===== src/rtl/digi_ota_pkg.sv =====
// Shared types and helpers for the clocked digital OTA array.
package digi_ota_pkg;

    typedef enum logic [1:0] {
        HOLD,
        SRC,
        SNK
    } ota_state_e;

    function automatic int unsigned acc_mid(input int unsigned w);
        return 32'd1 << (w - 1);
    endfunction

    function automatic int unsigned acc_max(input int unsigned w);
        return (32'd1 << w) - 1;
    endfunction

    localparam int unsigned DEF_ACC_W = 8;
    localparam int unsigned DEF_MID   = acc_mid(DEF_ACC_W);
    localparam int unsigned DEF_MAX   = acc_max(DEF_ACC_W);

    function automatic int clamp_acc(input int v, input int hi);
        if (v < 0)
            return 0;
        else if (v > hi)
            return hi;
        else
            return v;
    endfunction

endpackage


===== src/rtl/digi_ota_channel.sv =====
// One OTA channel: input synchroniser, stability filter, HOLD/SRC/SNK FSM,
// saturating accumulator and hysteretic comparator.
module digi_ota_channel
    import digi_ota_pkg::*;
#(
    parameter int unsigned ACC_W       = 8,
    parameter int unsigned SYNC_STAGES = 2,
    parameter int unsigned FILT_LEN    = 4,
    parameter int unsigned HYST        = 16
) (
    input  logic             clk,
    input  logic             rst_n,
    input  logic             ena,
    input  logic             vip,
    input  logic             vin,
    input  logic [3:0]       gm,
    output logic [ACC_W-1:0] acc,
    output logic             out,
    output logic             out_oe,
    output logic             sat
);

    localparam int unsigned      MID_V   = acc_mid(ACC_W);
    localparam int unsigned      MAX_V   = acc_max(ACC_W);
    localparam logic [ACC_W-1:0] ACC_MID = ACC_W'(MID_V);
    localparam logic [ACC_W-1:0] ACC_MAX = ACC_W'(MAX_V);
    localparam logic [ACC_W-1:0] HI_TH   = ACC_W'(MID_V + HYST);
    localparam logic [ACC_W-1:0] LO_TH   = ACC_W'(MID_V - HYST);
    localparam logic [3:0]       FILT_N  = 4'(FILT_LEN);

    logic [SYNC_STAGES-1:0] sync_p, sync_n;
    logic [1:0]             s_pair, pair_c, pair_last, pair_nxt;
    logic [3:0]             cnt, cnt_inc, cnt_nxt;
    ota_state_e             state, state_nxt;
    logic [ACC_W-1:0]       acc_nxt;
    logic                   out_nxt;
    int                     step_v;

    assign s_pair = {sync_p[SYNC_STAGES-1], sync_n[SYNC_STAGES-1]};

    always_ff @(posedge clk or negedge rst_n) begin
        if (!rst_n) begin
            sync_p    <= '0;
            sync_n    <= '0;
            state     <= HOLD;
            pair_c    <= '0;
            pair_last <= '0;
            cnt       <= '0;
        end else if (ena) begin
            sync_p    <= {sync_p[SYNC_STAGES-2:0], vip};
            sync_n    <= {sync_n[SYNC_STAGES-2:0], vin};
            state     <= state_nxt;
            pair_c    <= pair_nxt;
            pair_last <= s_pair;
            cnt       <= cnt_nxt;
        end
    end

    // cnt==0 means no candidate is in flight, so the run starts at 1 whatever pair_last holds
    always_comb begin
        pair_nxt  = pair_c;
        cnt_nxt   = '0;
        cnt_inc   = 4'd1;
        state_nxt = state;
        if (s_pair != pair_c) begin
            if (s_pair == pair_last && cnt != '0)
                cnt_inc = cnt + 4'd1;
            if (cnt_inc == FILT_N)
                pair_nxt = s_pair;
            else
                cnt_nxt = cnt_inc;
        end
        unique case (pair_nxt)
            2'b10:   state_nxt = SRC;
            2'b01:   state_nxt = SNK;
            default: state_nxt = HOLD;
        endcase
    end

    always_comb begin
        step_v  = 0;
        acc_nxt = acc;
        unique case (state)
            SRC: begin
                step_v  = int'(acc) + int'(gm);
                acc_nxt = ACC_W'(clamp_acc(step_v, int'(MAX_V)));
            end
            SNK: begin
                step_v  = int'(acc) - int'(gm);
                acc_nxt = ACC_W'(clamp_acc(step_v, int'(MAX_V)));
            end
            default: acc_nxt = acc;
        endcase
        out_nxt = out;
        if (acc >= HI_TH)
            out_nxt = 1'b1;
        else if (acc <= LO_TH)
            out_nxt = 1'b0;
    end

    always_ff @(posedge clk or negedge rst_n) begin
        if (!rst_n) begin
            acc    <= ACC_MID;
            out    <= 1'b0;
            out_oe <= 1'b0;
            sat    <= 1'b0;
        end else if (ena) begin
            acc    <= acc_nxt;
            out    <= out_nxt;
            out_oe <= (state_nxt != HOLD);
            sat    <= (acc_nxt == '0) || (acc_nxt == ACC_MAX);
        end
    end

endmodule


===== src/rtl/digi_ota_array.sv =====
// Multi-channel clocked digital OTA with a registered accumulator monitor.
module digi_ota_array
    import digi_ota_pkg::*;
#(
    parameter int unsigned N_CH        = 3,
    parameter int unsigned ACC_W       = 8,
    parameter int unsigned SYNC_STAGES = 2,
    parameter int unsigned FILT_LEN    = 4,
    parameter int unsigned HYST        = 16
) (
    input  logic             clk,
    input  logic             rst_n,
    input  logic             ena,
    input  logic [N_CH-1:0]  vip,
    input  logic [N_CH-1:0]  vin,
    input  logic [3:0]       gm,
    input  logic [1:0]       ch_sel,
    output logic [N_CH-1:0]  out,
    output logic [N_CH-1:0]  out_oe,
    output logic [N_CH-1:0]  sat,
    output logic [ACC_W-1:0] acc_mon
);

    logic [ACC_W-1:0] acc_ch [N_CH];
    logic [ACC_W-1:0] acc_mon_nxt;

    for (genvar g = 0; g < N_CH; g++) begin : g_ch
        digi_ota_channel #(
            .ACC_W       (ACC_W),
            .SYNC_STAGES (SYNC_STAGES),
            .FILT_LEN    (FILT_LEN),
            .HYST        (HYST)
        ) u_ch (
            .clk    (clk),
            .rst_n  (rst_n),
            .ena    (ena),
            .vip    (vip[g]),
            .vin    (vin[g]),
            .gm     (gm),
            .acc    (acc_ch[g]),
            .out    (out[g]),
            .out_oe (out_oe[g]),
            .sat    (sat[g])
        );
    end

    // Selectors beyond the last channel fall through to zero
    always_comb begin
        acc_mon_nxt = '0;
        for (int unsigned i = 0; i < N_CH; i++)
            if (ch_sel == 2'(i))
                acc_mon_nxt = acc_ch[i];
    end

    always_ff @(posedge clk or negedge rst_n) begin
        if (!rst_n)
            acc_mon <= '0;
        else if (ena)
            acc_mon <= acc_mon_nxt;
    end

endmodule


===== config.mk =====
export PLATFORM = sky130hd
export DESIGN_NAME = digi_ota_array
export DESIGN_NICKNAME = d
export VERILOG_FILES = /design/src/rtl/digi_ota_pkg.sv /design/src/rtl/digi_ota_channel.sv /design/src/rtl/digi_ota_array.sv
export SDC_FILE = /design/constraint.sdc
export NUM_CORES = 1
export LEC_CHECK = 0
export ABC_CLOCK_PERIOD_IN_PS = 4270
export CAP_MARGIN = 15
export CORE_ASPECT_RATIO = 1.1
export CORE_MARGIN = 4
export CORE_UTILIZATION = 48
export CTS_CLUSTER_DIAMETER = 30
export CTS_CLUSTER_SIZE = 24
export DETAILED_ROUTE_END_ITERATION = 8
export PLACE_DENSITY = 0.62
export RECOVER_POWER = 25
export SLEW_MARGIN = 0
export SYNTH_ARGS = -nofsm -noshare
export SYNTH_HDL_FRONTEND = slang
export SYNTH_HIERARCHICAL = 1
export SYNTH_SLANG_ARGS = --single-unit

===== constraint.sdc =====
create_clock -name clk -period 4.27 [get_ports clk]
set_input_delay 0.427 -clock clk [delete_from_list [all_inputs] [get_ports clk]]
set_output_delay 0.427 -clock clk [all_outputs]
set_load 0.005 [all_outputs]

## Yosys cells after proc, flatten, opt, wreduce, memory -nomap -nowiden

Index checks and enable logic that the tools add are counted.

| storage, ports and cells | value |
|---|---|
| register bits after elaboration | 83 |
| input port bits | 15 |
| output and inout port bits | 17 |
| word-level logic and storage cells | 151 |

| operators by class | value |
|---|---|
| add/subtract/negate cells | 9 |
| magnitude comparators | 18 |
| equal/unequal tests | 26 |
| multiplexer cells | 45 |
| reductions and logical operators | 22 |

Operators by type and width:

| operator | number |
|---|---|
| $mux W8 | 15 |
| $lt A9 B1 Y1 const B | 6 |
| $mux W4 | 12 |
| $pmux W8 S2 | 3 |
| $add A8 B4 Y9 | 3 |
| $gt A9 B8 Y1 const B | 3 |
| $gt A9 B9 Y1 const B | 3 |
| $sub A8 B4 Y9 | 3 |
| $eq A8 B8 Y1 const B | 3 |
| $ge A8 B8 Y1 const B | 3 |
| $le A8 B7 Y1 const B | 3 |
| $logic_not A8 Y1 | 3 |
| $eq A2 B1 Y1 const B | 7 |
| $eq A2 B2 Y1 const B | 7 |
| $add A4 B1 Y4 const B | 3 |
| $eq A4 B3 Y1 const B | 3 |
| $mux W2 | 6 |
| $pmux W2 S2 | 3 |
| $reduce_bool A2 Y1 | 6 |
| $reduce_bool A4 Y1 | 3 |
| $eq A2 B2 Y1 | 3 |
| $mux W1 | 6 |
| $ne A2 B2 Y1 | 3 |
| $reduce_and A2 Y1 | 3 |
| other kinds (3) | 7 |

## Longest topological paths before layout

Gate-level depths: netlist (run 1).

| depth | value |
|---|---|
| depth after elaboration | 10 |
| mapped depth | 11 |
| depth with buffers taken out | 11 |

## Modules after synthesis

Netlist (run 1), hierarchy kept.

Modules (own cells, without submodules):

| module | instances | cells an instance | area each (µm²) | sequential area each (µm²) |
|---|---|---|---|---|
| digi_ota_channel (g_ch[0].u_ch ...) | 2 | 227 | 1,985.7 | 626.9 |
| digi_ota_channel (g_ch[1].u_ch) | 1 | 224 | 2,025.7 | 626.9 |
| digi_ota_array | 1 | 47 | 525.5 | 200.2 |

## Least setup slack after synthesis (run 1)

No wires, ideal clock.

| timing | value |
|---|---|
| kind | input port to flip-flop |
| start point | input gm[0] |
| end point | register g_ch[2].u_ch.sat |
| library setup time | 124 ps |
| arrival | 2,420 ps |
| required time | 4,146 ps |
| slack | 1,726 ps |
| cell stages on the path | 10 |
| path buffers | 0 |
| cell sequence | ha_1 inv_1 fa_1 nor3_4 or3_4 nand2_1 and4_1 o31a_1 and4_1 a211o_1 |

| between the ends | value |
|---|---|
| longest elaborated chain between the ends | 7 |
| elaborated cells between the ends (all ways) | 14 |
| those cells by class | add/sub (2); order compare (4); eq/ne (1); mux (5); reduce/logical (2) |

RTL lines:

| what | line | source |
|---|---|---|
| start, declared | digi_ota_array.sv:16 | `input logic [3:0] gm,` |
| $sub A8 B4 Y9 or $add A8 B4 Y9 (tied branches) | digi_ota_channel.sv:89, digi_ota_channel.sv:85 |  |
| $gt A9 B9 Y1 or $gt A9 B8 Y1 (tied branches) | digi_ota_pkg.sv:25 | `else if (v > hi)` |
| $mux W8 | digi_ota_pkg.sv:25 |  |
| $mux W8 | digi_ota_pkg.sv:23 | `if (v < 0)` |
| $pmux W8 S2 (*) | digi_ota_channel.sv:83 | `unique case (state)` |
| $eq A8 B8 Y1 or $logic_not A8 Y1 (tied branches) | digi_ota_channel.sv:111 | `sat <= (acc_nxt == '0) \|\| (acc_nxt == ACC_MAX);` |
| $logic_or A1 B1 Y1 (*) | digi_ota_channel.sv:111 |  |
| end signal, assigned | digi_ota_channel.sv:111 |  |
| end, declared | digi_ota_channel.sv:20 | `output logic sat` |

Mark *: on every way between the ends. The rest lies on a longest branch, timed or not.
A chain may end at the register's enable or synchronous reset.

## Final worst setup path (run 1)

Ends and elaborated chain as after synthesis.

==> flow_summary.yaml, run 1 <==
cells_and_area:
  seq_area_sq_mm: 0.00208
  antenna_cells: 0
  multi_input_area_sq_mm: 0.00393
  final_net_count: 796
  drive_above_1_share: 0.0993
  nFillCells: 1209
  layout-area-overhead-vs-synth_pct: 9.04
grt:
  grt_max_degree: 61
  gr-total-overflow: 0
  grt_pass1_wl_um: 26900
  grt.total_usage: 0.213
  antenna_found_initial: 0
  grt_pass1_vias: 5444
worst_setup_path:
  slowest_stage: "clkdlybuf4s50_1"
  critPathRequiredTime_ns: 4.54
  cpPeakStageDelay_ns: 0.74
  arrival_ns: 3.57
  worstRegToRegCells: 10
  cp-start-kind: "input port"
  crit_family: "simple AND/OR/NAND/NOR gates"
  worstReg2RegEnd: "g_ch[0].u_ch/sat"
  worst-setup-path-type: "in2reg"
  crit_chain: "clkdlybuf4s50_1 -> ha_1 -> inv_1 -> fa_1 -> nor3_4 -> or3_4 -> nand3_1 -> a31o_2 -> nor4_1 -> nor4b_1 -> a211o_1"
  path_max_fanout: 9
  rrSetupSlack_ns: 1.36
  endpoint_kind: "register"
  r2r_start: "g_ch[0].u_ch/acc[0]"
  cp.buffers_inverters: 2
yosys:
  synth_warnings: 6
  ys.flop_type: "dfrtp_1"
  syn_avg_cell_area_sq_um: 9.00
  synth_cell_type_count: 74
  synth_edf_count: 0
  ys_ff_latch: 83
  syn_inst: 725
  async_reset_ff_frac: 1.00
  yosysSeqAreaShare: 0.319
  synth_nets: 791
  netlist_area_sq_mm: 0.00652
floorplanning:
  dieArea_sq_mm: 0.0155
  core_sq_mm: 0.0133
  initial_core_util: 0.492
  die_h_um: 130
  die_w_um: 119
  ios: 32
  rows: 44
hold_path:
  whs_endpoint: "g_ch[0].u_ch/out_oe"
  min_path_type: "reg2reg"
  hp-start: "g_ch[0].u_ch/out_oe"
  holdPathStages: 2
routing:
  wl_per_cell_um: 17.2
  ant_nets: 0
  vias: 5444
  drt_wl_total_um: 15800
  viasPerCell: 5.92
  drtIter0Drc: 409
  route.detailed.drc: 0
  first_pass_iters: 5
job:
  max_cap_violations: 1
clock_tree:
  cts_tree: "yes"
  clk_pin_slew_ns: 0.06
  ctsHoldBuffers: 0
  cts_max_path_buffers: 2
  clock_sinks: 83
  ctsRootBufferMaster: "clkbuf_16"
  cts_buffers: 9
  cts_resized: 0
  clock_latency_ns: 0.33
  cts.htree.levels: 3
  postCtsSetupRepairBufs: 0
sta:
  finalSetupTns_ns: 0
  fmax_mhz: 303
  rsz0062_at_grt: "no"
  finalHoldViolations: 0
  maxSlewHeadroom: -0.433
  worst_pin_slew_ns: 2.15
  min_period_ns: 3.30
  setup_violations: 0
  final.period_utilization: 0.773
  slew_violations: 39
  skew_ns: 0.00554
  post-route-worst-setup-slack_ns: 0.969
status:
  violations: "capacitance limit, slew limit"
  status: "finished, violations left"
power_and_ir_drop:
  power.leakage_nw: 3.00
  ir_drop_v: 0.000294
  power.density_mw_per_mm2: 567
placement:
  dpl_worst_slack_ns: 0.663
  io_buffers: 31
  globalplace.congestion: 0.912
  dp_hpwl_um: 11700
==> placed cells by master (no fill, tap or decap), drive strengths merged, types with 7 or more instances in the layout <==
master / count
a211oi: 11
a21oi: 51
a31oi: 9
and4: 8
clkbuf: 14
clkdlybuf4s50: 29
dfrtp: 80
ha: 45
inv: 66
mux2: 21
mux2i: 17
nand2: 38
nand2b: 23
nand3: 16
nand4b: 9
nor2: 73
nor2b: 9
nor3: 13
nor4: 10
o21ai: 44
o221ai: 11
o22ai: 7
or3: 8
xor2: 18
==> synthesized netlist by cell type (all sizes together), types with 16 or more instances <==
library cell	count	area [sq um]
nor2	73	290
ha	45	563
dfrtp	80	2000
mux2i	17	170
buf	28	218
mux2	21	236
a21oi	51	267
nand2	38	143
nand3	16	80.1
xor2	18	158
inv	66	248
o21ai	44	220
nand2b	23	154
==> registers in the layout, summed over array words and instances, names as in the netlist <==
register,cells
g_ch.u_ch/state,6
g_ch.u_ch/sync_p,6
g_ch.u_ch/sat,3
g_ch.u_ch/pair_c,6
g_ch.u_ch/sync_n,6
g_ch.u_ch/out,3
g_ch.u_ch/pair_last,6
acc_mon,8
g_ch.u_ch/out_oe,3
g_ch.u_ch/acc,24
g_ch.u_ch/cnt,12
==> report_power, final <==
group / switching (mW) / total, mW / leakage (nW) / internal, mW
Clock: 0.298 / 0.766 / 0.139 / 0.468
Sequential: 0.390 / 1.40 / 1.01 / 1.01
Combinational: 1.05 / 1.87 / 1.85 / 0.816
==> layer usage <==
metal  track usage  wire length, um
met3        0.0377              673
met1         0.273             7220
met4        0.0791              357
met5             0                0
met2         0.363             7570
==> stage by stage <==
step | instance area (sq um) | hold WS (ns) | utilization | std cells | power [mW]
final | 7110 | 0.495 | 0.536 | 919 | 4.03
after global routing | 7110 | 0.516 | 0.536 | 919 | 4.35
after CTS | 7120 | 0.0798 | 0.536 | 919 | 4.05
after detailed placement | 6820 | 0.440 | 0.514 | 903 | 3.25
after global placement | 6820 | 0.433 | 0.514 | 903 | 3.23
after floorplan | 6520 | 0.131 | - | 725 | 2.73
==> worst max-delay path by stage <==
stage,startpoint,to,cells after the start
finish,gm[0],g_ch[2].u_ch/sat,11
global route,gm[0],g_ch[2].u_ch/sat,11
CTS,gm[0],g_ch[2].u_ch/sat,11
detailed placement,gm[0],g_ch[2].u_ch/sat,11
global placement,gm[0],g_ch[2].u_ch/sat,11
floorplan,gm[0],g_ch[2].u_ch/sat,10
==> worst register-to-register path, stage by stage, from the launching register on <==
cell	delay [ns]
dfrtp_1	0.48
inv_1	0.10
ha_1	0.20
fa_1	0.38
nand2b_1	0.20
a21oi_2	0.29
nor2_1	0.10
a311oi_1	0.45
nor4b_1	0.29
and4_1	0.24
a211o_1	0.12
==> logic make-up (layout without fill, tap and decap cells) <==
logic type,count (synthesis),in the layout,share of synthesized area
fa+ha+maj,51,51,0.105
xor+xnor,23,23,0.0309
mux,38,38,0.0623
buf+inv,107,117,0.0788
compound gates,197,197,0.210
simple gates,226,226,0.194
flops,83,83,0.319
==> cell type report <==
cell class | count | share of cell area
multi-input combinational | 535 | 0.552
inverter | 66 | 0.0348
clock inverter | 4 | 0.00704
sequential | 83 | 0.293
timing repair buffer | 35 | 0.0463
clock buffer | 12 | 0.0347
tap | 184 | 0.0324
Power figures use the tool's default switching activity.
==> run 2, diff against run 1 <==
Settings changed: ABC_CLOCK_PERIOD_IN_PS 4270 to 2900, PLACE_DENSITY 0.62 to 0.64.
Clock period 4.27 ns to 2.9 ns, I/O delays scaled along.
==> flow_summary.yaml, run 2 (synthesis results as in run 1) <==
cells_and_area:
  antenna_cells: 0
  largest_register: "g_ch.u_ch/acc"
  layout-area-overhead-vs-synth_pct: 17.6
  final_common_cell: "dfrtp_1"
  final_net_count: 860
  mostFrequentLayoutCells: "dfrtp_1 (79), nor2_1 (72), inv_1 (66), buf_4 (65), a21oi_1 (47)"
  largestRegisters: "g_ch.u_ch/acc x24, g_ch.u_ch/cnt x12, acc_mon x8"
  largest_register_ffs: 24
  fin_cells: 983
  final_area_sq_mm: 0.00767
  drive_above_1_share: 0.183
routing:
  route.detailed.drc: 0
  drtIter0Drc: 406
  wl_per_cell_um: 16.8
  ant_nets: 0
  first_pass_iters: 5
  vias: 5716
  viasPerCell: 5.81
  drt_wl_total_um: 16500
worst_setup_path:
  cp.buffers_inverters: 2
  endpoint_kind: "register"
  crit_family: "simple AND/OR/NAND/NOR gates"
  crit_chain: "clkdlybuf4s50_1 -> inv_1 -> ha_2 -> nor2b_4 -> or3_4 -> a221oi_2 -> a311oi_2 -> nor4b_1 -> and4_1 -> a211o_1"
  cpPeakStageDelay_ns: 0.62
  cp-start-kind: "input port"
  worst-setup-path-type: "in2reg"
  slowest_stage: "clkdlybuf4s50_1"
  path_max_fanout: 5
  arrival_ns: 3.00
  critPathRequiredTime_ns: 3.13
floorplanning:
  dieArea_sq_mm: 0.0155
  ios: 32
  initial_core_util: 0.492
  die_h_um: 130
  core_sq_mm: 0.0133
  die_w_um: 119
  rows: 44
sta:
  min_period_ns: 2.77
  slew_violations: 0
  finalHoldViolations: 0
  rsz0062_at_grt: "no"
  skew_ns: 0.00414
  worst_pin_slew_ns: 1.11
  setup_violations: 0
  fmax_mhz: 361
  hold_ws_ns: 0.495
  final.period_utilization: 0.956
  finalSetupTns_ns: 0
  maxSlewHeadroom: 0.262
grt:
  grt_pass1_vias: 5573
  grt_max_degree: 60
  grt.total_usage: 0.219
  gr-total-overflow: 0
  antenna_found_initial: 0
  grt_pass1_wl_um: 27300
power_and_ir_drop:
  power.leakage_nw: 3.32
  total_power_mw: 6.54
  power.density_mw_per_mm2: 853
  ir_drop_v: 0.000541
placement:
  placedCellCount: 966
  place_area_sq_mm: 0.00731
  globalplace.congestion: 0.935
  io_buffers: 31
  dp_hpwl_um: 12500
clock_tree:
  cts_buffers: 9
  postCtsSetupRepairBufs: 0
  clock_latency_ns: 0.34
  clk_pin_slew_ns: 0.06
  cts_tree: "yes"
  ctsRootBufferMaster: "clkbuf_16"
  cts.htree.levels: 3
  cts_max_path_buffers: 2
  clock_sinks: 83
hold_path:
  min_path_type: "reg2reg"
job:
  max_cap_violations: 0
status:
  status: "completed"
-- run 2: changes by cell type in the layout (fill, tap and decap cells not counted), sizes merged --
cell / delta
buf: +62
clkdlybuf4s50: -1
clkinv: +1
clkinvlp: -1
dlygate4sd2: +1
dlygate4sd3: +1
inv: +1
-- run 2: final timing paths --
| path | cells past startpoint | slack [ns] | start | end |
|---|---|---|---|---|
| hold reg to reg | 2 | 0.50 | g_ch[2].u_ch/out_oe | g_ch[2].u_ch/out_oe |
| hold / removal | 2 | 0.50 | g_ch[2].u_ch/out_oe | g_ch[2].u_ch/out_oe |
| max in group asynchronous | 3 | 1.27 | rst_n | g_ch[0].u_ch/acc[7] |
| setup / recovery | 10 | 0.13 | gm[3] | g_ch[0].u_ch/sat |
| setup reg to reg | 11 | 0.15 | g_ch[0].u_ch/acc[0] | g_ch[0].u_ch/sat |
| min in group asynchronous | 2 | 0.68 | rst_n | g_ch[1].u_ch/acc[5] |
-- run 2: repair_timing --
item | CTS | global route
resized for setup | 2 | 11
hold endpoints to repair | 39 | 0
hold buffers | 1 | 0
setup endpoints to repair | 2 | 3
-- run 2: cell type report --
cell class,count,area (sq um)
fillers,1209,5600
multi-input cells,535,3980
flip-flops and latches,83,2080
repair buffers,99,820
clock buffers,11,253
inverters,66,248
well taps,184,230
clock inverters,5,60.1
-- run 2: report_power, final --
group          total, mW  internal [mW]  switching [mW]  leakage [nW]
Clock               1.19          0.717           0.474         0.152
Sequential          2.00           1.48           0.522          1.01
Combinational       3.35           1.62            1.72          2.16
-- run 2: stage by stage --
step | worst slack [ns] | utilization
after floorplan | 0.366 | -
after global placement | -0.349 | 0.551
after detailed placement | -0.411 | 0.551
after CTS | 0.0477 | 0.575
after global routing | 0.00393 | 0.578
final | 0.127 | 0.578
-- run 2: worst register-to-register path: stages (launching register included) --
cell and delay, ns:
dfrtp_2 0.42, inv_1 0.08, ha_1 0.19, fa_1 0.38, nand2b_1 0.21, buf_4 0.17, a21o_1 0.18, a31oi_1 0.26
a311oi_2 0.10, nor4b_1 0.18, and4_1 0.20, a211o_1 0.28
-- run 2: routing by layer --
layer / track usage / part of all wire
met1: 0.286 / 0.45
met2: 0.372 / 0.48
met3: 0.0308 / 0.040
met4: 0.0784 / 0.022
met5: 0 / 0
==> run 3, diff against run 2 <==
==> constraint.sdc (replaced) <==
create_clock -name clk -period 2.9 [get_ports clk]
set_input_delay 0.29 -clock clk [delete_from_list [all_inputs] [get_ports clk]]
set_output_delay 0.29 -clock clk [all_outputs]
set_load 0.05 [all_outputs]
==> results of run 3 <==
The final DEF is identical to that of run 2. Status: completed.
Among the figures that moved: total power 6.54 mW -> 6.82 mW
